### src/rtl/fifo_readout_pkg.sv
// Shared defaults and state encoding for the ADC FIFO readout engine.
package fifo_readout_pkg;

   localparam int unsigned CNT_W_DEF       = 16;
   localparam int unsigned TIMEOUT_CYC_DEF = 1024;

   typedef enum logic [2:0] {
      StIdle   = 3'd0,
      StReq    = 3'd1,
      StWait   = 3'd2,
      StSend   = 3'd3,
      StFinish = 3'd4
   } rd_state_e;

endpackage

### src/rtl/fifo_readout_timer.sv
// Counts consecutive empty-FIFO cycles; expired_o flags the last tolerated one.
module fifo_readout_timer #(
   parameter int unsigned TIMEOUT_CYC = 1024
) (
   input  logic clk,
   input  logic reset,
   input  logic clear_i,
   input  logic en_i,
   output logic expired_o
);

   localparam int unsigned TW = (TIMEOUT_CYC > 1) ? $clog2(TIMEOUT_CYC) : 1;

   logic [TW-1:0] r_cnt;

   // Asserted while the counter sits on the final cycle, so an enabled cycle here is the last one.
   assign expired_o = (r_cnt == TW'(TIMEOUT_CYC - 1));

   always_ff @(posedge clk) begin
      if (!reset || clear_i) begin
         r_cnt <= '0;
      end else if (en_i && !expired_o) begin
         r_cnt <= r_cnt + 1'b1;
      end
   end

endmodule

### src/rtl/fifo_readout.sv
// Reads bytes from the ADC FIFO and hands them to the serial transmitter.
module fifo_readout
   import fifo_readout_pkg::*;
#(
   parameter int unsigned CNT_W       = CNT_W_DEF,
   parameter int unsigned TIMEOUT_CYC = TIMEOUT_CYC_DEF
) (
   input  logic             clk,
   input  logic             reset,
   input  logic             start_i,
   input  logic             abort_i,
   input  logic [CNT_W-1:0] byte_count_i,
   input  logic             fifo_empty_i,
   input  logic [7:0]       fifo_data_i,
   output logic             fifo_rd_en_o,
   output logic [7:0]       tx_data_o,
   output logic             tx_valid_o,
   input  logic             tx_ready_i,
   output logic             busy_o,
   output logic             done_o,
   output logic             underrun_o,
   output logic [CNT_W-1:0] bytes_sent_o
);

   rd_state_e        r_state,    w_state_nxt;
   logic [CNT_W-1:0] r_count,    w_count_nxt;
   logic [CNT_W-1:0] r_sent,     w_sent_nxt;
   logic [7:0]       r_tx_data,  w_tx_data_nxt;
   logic             r_underrun, w_underrun_nxt;

   logic             w_rd_en;
   logic             w_tmr_en;
   logic             w_tmr_clr;
   logic             w_expired;
   logic             w_count_zero;
   logic [CNT_W-1:0] w_sent_inc;

   assign w_count_zero = (r_count == '0);
   // Saturating increment keeps drain mode from wrapping.
   assign w_sent_inc   = (r_sent == '1) ? r_sent : r_sent + 1'b1;
   assign w_tmr_clr    = (r_state != StReq) || w_rd_en;

   fifo_readout_timer #(
      .TIMEOUT_CYC (TIMEOUT_CYC)
   ) u_timer (
      .clk       (clk),
      .reset     (reset),
      .clear_i   (w_tmr_clr),
      .en_i      (w_tmr_en),
      .expired_o (w_expired)
   );

   always_comb begin
      w_state_nxt    = r_state;
      w_count_nxt    = r_count;
      w_sent_nxt     = r_sent;
      w_tx_data_nxt  = r_tx_data;
      w_underrun_nxt = r_underrun;
      w_rd_en        = 1'b0;
      w_tmr_en       = 1'b0;

      unique case (r_state)
         StIdle: begin
            if (start_i && !abort_i) begin
               w_count_nxt    = byte_count_i;
               w_sent_nxt     = '0;
               w_underrun_nxt = 1'b0;
               w_state_nxt    = StReq;
            end
         end
         StReq: begin
            if (abort_i) begin
               w_state_nxt = StFinish;
            end else if (!fifo_empty_i) begin
               w_rd_en     = 1'b1;
               w_state_nxt = StWait;
            end else if (w_count_zero) begin
               w_state_nxt = StFinish;
            end else begin
               w_tmr_en = 1'b1;
               if (w_expired) begin
                  w_underrun_nxt = 1'b1;
                  w_state_nxt    = StFinish;
               end
            end
         end
         StWait: begin
            if (abort_i) begin
               w_state_nxt = StFinish;
            end else begin
               w_tx_data_nxt = fifo_data_i;
               w_state_nxt   = StSend;
            end
         end
         StSend: begin
            // A handshake in the abort cycle still counts the byte.
            if (tx_ready_i) begin
               w_sent_nxt = w_sent_inc;
               if (abort_i || (!w_count_zero && (w_sent_inc == r_count))) begin
                  w_state_nxt = StFinish;
               end else begin
                  w_state_nxt = StReq;
               end
            end else if (abort_i) begin
               w_state_nxt = StFinish;
            end
         end
         StFinish: begin
            w_state_nxt = StIdle;
         end
         default: begin
            w_state_nxt = StIdle;
         end
      endcase
   end

   always_ff @(posedge clk) begin
      if (!reset) begin
         r_state    <= StIdle;
         r_count    <= '0;
         r_sent     <= '0;
         r_tx_data  <= 8'h00;
         r_underrun <= 1'b0;
      end else begin
         r_state    <= w_state_nxt;
         r_count    <= w_count_nxt;
         r_sent     <= w_sent_nxt;
         r_tx_data  <= w_tx_data_nxt;
         r_underrun <= w_underrun_nxt;
      end
   end

   assign fifo_rd_en_o = w_rd_en;
   assign tx_data_o    = r_tx_data;
   assign tx_valid_o   = (r_state == StSend);
   assign busy_o       = (r_state != StIdle);
   assign done_o       = (r_state == StFinish);
   assign underrun_o   = r_underrun;
   assign bytes_sent_o = r_sent;

endmodule

### config.mk
export PLATFORM = sky130hd
export DESIGN_NAME = fifo_readout
export DESIGN_NICKNAME = d
export VERILOG_FILES = /design/src/rtl/fifo_readout_pkg.sv /design/src/rtl/fifo_readout_timer.sv /design/src/rtl/fifo_readout.sv
export SDC_FILE = /design/constraint.sdc
export NUM_CORES = 1
export LEC_CHECK = 0
export BUFFER_PORTS_ARGS = -buffer_cell sky130_fd_sc_hd__buf_2
export CORE_ASPECT_RATIO = 1.75
export CORE_MARGIN = 8
export CORE_UTILIZATION = 25
export DETAILED_ROUTE_END_ITERATION = 12
export GPL_TIMING_DRIVEN = 0
export HOLD_SLACK_MARGIN = 0.06
export PLACE_DENSITY = 0.51
export SYNTH_ARGS = -nofsm -noshare
export SYNTH_HDL_FRONTEND = slang
export SYNTH_SLANG_ARGS = --single-unit
### constraint.sdc
create_clock -name clk -period 2.6 [get_ports clk]
set_clock_uncertainty 0.05 [all_clocks]
set_input_delay 0.65 -clock clk [delete_from_list [all_inputs] [get_ports clk]]
set_output_delay 0.65 -clock clk [all_outputs]
set_load 0.02 [all_outputs]
-- Word level (Yosys, flattened, before mapping)
Index checks and enable logic that the tools add are counted.
- bitwise gates (word level): 1
- multiplexer cells: 27
- equality and inequality tests: 16
- add/subtract/negate cells: 2
- reductions and logical operators: 20
- operators by type and width (cell ; count):
    two-way mux 16 bit ; 3
    case mux 16 bit (2 select lines) ; 1
    two-way mux 3 bit ; 9
    adder 16 x 1 -> 16 bit (second input constant) ; 1
    == test 16 bit ; 1
    == test 16 bit (second input constant) ; 1
    logical NOT 16 bit ; 1
    two-way mux 1 bit ; 12
    case mux 3 bit (4 select lines) ; 1
    adder 10 x 1 -> 10 bit (second input constant) ; 1
    == test 10 bit (second input constant) ; 1
    inequality test 2 bit (second input constant) ; 4
    == test 3 x 2 -> 1 bit (second input constant) ; 2
    AND reduction 3 bit ; 2
    AND reduction 6 bit ; 1
    inequality test 5 x 4 -> 1 bit (second input constant) ; 1
    logical NOT 1 bit ; 4
    inequality test 2 x 1 -> 1 bit (second input constant) ; 2
    AND reduction 2 bit ; 2
    nonzero test 2 bit ; 2
    == test 3 x 1 -> 1 bit (second input constant) ; 1
    == test 3 bit (second input constant) ; 1
    logical AND 1 bit ; 3
    logical NOT 3 bit ; 1
    other kinds (6) ; 8
- bits in registers: 54
- bits of input ports: 30

-- Depth between registers and ports, before layout
- depth after elaboration: 8
- mapped depth: 9
- depth with buffers taken out: 8

-- Modules after synthesis
Synthesis repeated with hierarchy kept, for this count alone.
- cell total of the unflattened synthesis: 405
- area, all modules: 3285.7 µm²
- modules (own cells, without submodules) (module ; seq. area each (µm²) ; area each (µm²) ; cells each ; times used):
    fifo_readout ; 880.8 ; 2746.4 ; 347 ; 1
    fifo_readout_timer ; 200.2 ; 539.3 ; 58 ; 1

-- Worst setup path before layout
OpenSTA, ideal clock, no wires.
- kind: register to register
- start: register r_sent[0], in the netlist bytes_sent_o[0]
- end: register r_state[0]
- path buffers: 1
- data required time: 2.428 ns
- clock period less this slack: 2.437 ns
- stages on the path, launching flop included: 10
- arrival: 2.265 ns
- setup slack: 0.163 ns
- setup time: 0.122 ns
- cells stage by stage: dfxtp_1 ha_1 and3_1 clkbuf_1 nand4_1 mux2i_1 xor2_1 nand4_1 nor4_1 nor2_1
- longest elaborated chain between the ends: 8
- elaborated cells between the ends (all ways): 9
- those cells by class: add/sub: 1; eq/ne: 2; mux: 4; reduce/logical: 2
- ends and longest elaborated chain (element ; RTL line ; text):
    start: declaration ; fifo_readout.sv:27 ; logic [CNT_W-1:0] r_sent, w_sent_nxt;
    start signal: assignment ; fifo_readout.sv:127 ; r_sent <= w_sent_nxt;
    adder 16 x 1 -> 16 bit / == test 16 bit (equally long branches) ; fifo_readout.sv:40 ; assign w_sent_inc = (r_sent == '1) ? r_sent : r_sent + 1'b1;
    two-way mux 16 bit * ; fifo_readout.sv:40 ;
    == test 16 bit * ; fifo_readout.sv:99 ; if (abort_i || (!w_count_zero && (w_sent_inc == r_count))) begin
    logical AND 1 bit * ; fifo_readout.sv:99 ;
    logical OR 1 bit * ; fifo_readout.sv:99 ;
    two-way mux 3 bit * ; fifo_readout.sv:99 ;
    two-way mux 3 bit * ; fifo_readout.sv:97 ; if (tx_ready_i) begin
    case mux 3 bit (4 select lines) * ; fifo_readout.sv:62 ; unique case (r_state)
    end signal: assignment ; fifo_readout.sv:119 ; r_state <= StIdle;
    end signal: assignment ; fifo_readout.sv:125 ; r_state <= w_state_nxt;
    end: declaration ; fifo_readout.sv:25 ; rd_state_e r_state, w_state_nxt;
Mark *: on every way between the ends. The rest lies on a longest branch, timed or not.
A chain may end at the register's enable or synchronous reset.

-- Worst setup path in the final report
- start: register r_sent[1], in the netlist bytes_sent_o[1]
- end: register r_state[2]
The elaborated chain is that of the path after synthesis.

==> impl_results.md <==
- CTS Root Cell: clkbuf_16
- Final worst-path cycle share: 0.953
- Critical Path AT: 2670 ps
- Crit path top cell by count: nand4_1
- Initial antenna violation count: 0
- Die width: 99.8 um
- Worst path bufs/invs: 0
- Largest net degree at the start of global routing: 16
- Initial Util: 0.256
- Flops & latches, synth: 54
- Clock sink count: 54
- Worst EP required: 2800 ps
- WL/cell: 15.7 um
- Clock transition at path regs: 70 ps
- Maximum clock rate: 403 MHz
- Dpl ws: -358 ps
- Ant. Diodes: 0
- Max-Cap Viols: 0
- Hold Path Depth: 2
- Status: finished clean
- # IOs: 59
- Final worst path period need: 2480 ps
- Die Area: 0.0162 mm^2
- Initial DRC Count: 163
- Slew Limit Fails: 0
- Rows: 53
- Peak VDD IR: 0.389 mV
- Synth unique cells: 49
- Post-synth ARST share: 0
- DR pass1 iterations: 4
- Post-DP HPWL: 7560 um
- Residual DRC: 0
- RSZ-0062 raised after global routing: false
- Mean Syn Cell Area: 7.83 um^2
- Vias: 3022
- Crit-path max cell delay: 450 ps
- Final setup margin: 122 ps
- Register area: 0.00109 mm^2
- H-tree Lvls: 2
- Layout area overhead: 25.5%
- Top cells by area, synth: dfxtp_1, nand2_1, a21boi_0
- First-pass GRT wire length: 15800 um
- Fin util: 0.322
- Commonest cells in the netlist: nand2_1, dfxtp_1, a21boi_0
- Placed cell areas: 0.00357 mm^2
- Main synth FF type: dfxtp_1
- Met2 usage: 0.233
- Most frequent cell after synthesis: nand2_1
- Antenna-violating nets left: 0
- Worst setup EP type: register
- Hold slack: 416 ps
- DR vias/cell: 4.83
- Leakage: 1.43 nW
- Final Cell Area: 0.00386 mm^2
- Slowest-stage cell, CP: dfxtp_1
- Clock Path Buffers: 2
- Seq/Total Area, Yosys: 0.352
- GRT Overall Usage: 0.124
- Met3 GRT Util: 0.0184
- Multi-input logic area: 0.00196 mm^2
- Worst path top cell family by delay: simple AND/OR/NAND/NOR gates
- Power Density: 493 mW/mm^2
- Rel. slew slack: 0.274
- Core area: 0.0120 mm^2
- CTS tree: yes
- Min-delay worst type: register to register
- Fin nets: 493
- Top cell type's share of synthesized area: 0.352
- Setup Viol. Count Final: 0
- CP Class: register to register
- Ys Warns: 0
- I/O Buffers: 58
- Critical path, cell by cell: ha_2 > nand4_1 > or4_1 > a32o_1 > nor4_2 > nand4_1 > nor3_2 > a21bo_1
- Clk Latency, worst-skew pair: 300 ps
- Die extent in y: 163 um
- Area leader, netlist: dfxtp_1
- Total length of routed wires: 9850 um
- Reg2reg path depth: 8
- Critical Path Start Type: register
- Cell area after synthesis: 0.00308 mm^2
- Crit path max fanout: 7
- Share of cells above drive strength 1: 0.213
- Number of global-route vias before repair: 3110
- GRT busiest layer: met2
- Syn nets: 425
- Synth Instances: 393
- EDFF count, synth: 0
- Routability Congestion: 0.917
- Residual overflow from global routing: 0
- Met1 Usage GRT: 0.126
- Fin. Hold Viols: 0
- TritonCTS Buffers: 5
- Tot Pwr: 1.90 mW
- Worst-Margin Slew: 1080 ps
- Fillers: 1300
- WP depth: 8
power breakdown:
part / leakage (nW) / switching [mW] / internal, mW / total [mW]
sequential: 0.439 / 0.0283 / 0.849 / 0.877
combinational: 0.911 / 0.139 / 0.0982 / 0.237
clock: 0.0829 / 0.311 / 0.476 / 0.787
path summary, 6_finish.rpt:
check | start | to | slack [ps]
worst max-delay path | bytes_sent_o[1] | r_state[2] | 120
worst min-delay path | tx_data_o[0] | tx_data_o[0] | 420
worst max register to register | bytes_sent_o[1] | r_state[2] | 120
worst min register to register | tx_data_o[0] | tx_data_o[0] | 420
metal layers:
layer	wire length [um]	up-vias
li1	-	1535
met1	3910	1391
met2	5270	74
met3	288	22
met4	374	0
met5	0	-
cells by family (layout without fill, tap and decap cells):
logic type / count (synthesis) / in the layout / synth area share
xor+xnor: 28 / 28 / 0.0797
fa+ha+maj: 2 / 2 / 0.00814
buf+inv: 26 / 94 / 0.0362
simple gates: 196 / 196 / 0.327
flops: 54 / 54 / 0.352
compound gates: 85 / 85 / 0.191
mux: 2 / 2 / 0.00651
flip-flops by register name, indices dropped and copies added (netlist names):
name,cells
bytes_sent_o,16
r_count,16
r_state,3
tx_data_o,8
u_timer.r_cnt,10
underrun_o,1
worst reg2reg max path, cell delays in order, from the launching register on:
cell     delay, ps
dfxtp_1        450
ha_2           300
nand4_1        100
or4_1          410
a32o_1         240
nor4_2         290
nand4_1        210
nor3_2         250
a21bo_1        140
cell usage in the layout (no fill, tap or decap), types with 2 or more instances in the layout:
cell type,netlist,layout
a311oi_1,2,2
buf_2,5,61
mux2i_1,2,2
inv_1,3,3
clkbuf_16,0,5
a211oi_1,3,3
or3_1,4,4
nand2_1,76,76
dfxtp_2,0,4
o21a_1,2,2
and2_1,5,5
o211ai_1,4,4
o21ai_0,12,12
buf_4,2,8
clkbuf_1,16,12
a21boi_0,28,28
nand3_1,11,10
nor3b_2,1,2
xnor2_1,18,18
nand3b_1,4,4
nand4_4,0,2
nor4_1,11,9
dfxtp_1,54,50
nor2_1,27,26
xor2_1,10,10
nor3_1,9,8
and4b_1,2,2
clkbuf_4,0,2
nor2b_1,13,13
a21oi_1,16,16
and4_1,5,5
o2111ai_1,5,5
nor4_2,2,3
nand4_1,12,12
a22oi_1,2,2
nand2b_1,6,6
final cells by class:
cell class / count / area share
Tap cell: 165 / 0.0535
Clock buffer: 6 / 0.0360
Sequential cell: 54 / 0.281
Multi-Input combinational cell: 313 / 0.507
Timing Repair Buffer: 64 / 0.0868
Inverter: 3 / 0.00292
Clock inverter: 1 / 0.00778
Buffer: 20 / 0.0246
stage by stage:
| stage | setup TNS, ps | instances |
|---|---|---|
| after floorplan | 0 | 393 |
| after global placement | -636 | 616 |
| after detailed placement | -632 | 616 |
| after CTS | 0 | 624 |
| after global routing | 0 | 626 |
| final | 0 | 626 |
repair_timing:
action / CTS / global route
setup endpoints to repair: 2 / 9
resized for setup: 9 / 12
setup buffers: 2 / 4
pin swaps: 2 / 3
hold buffers: 0 / 0
hold endpoints to repair: 0 / 0
No activity file was read; power rests on OpenSTA's default activity.
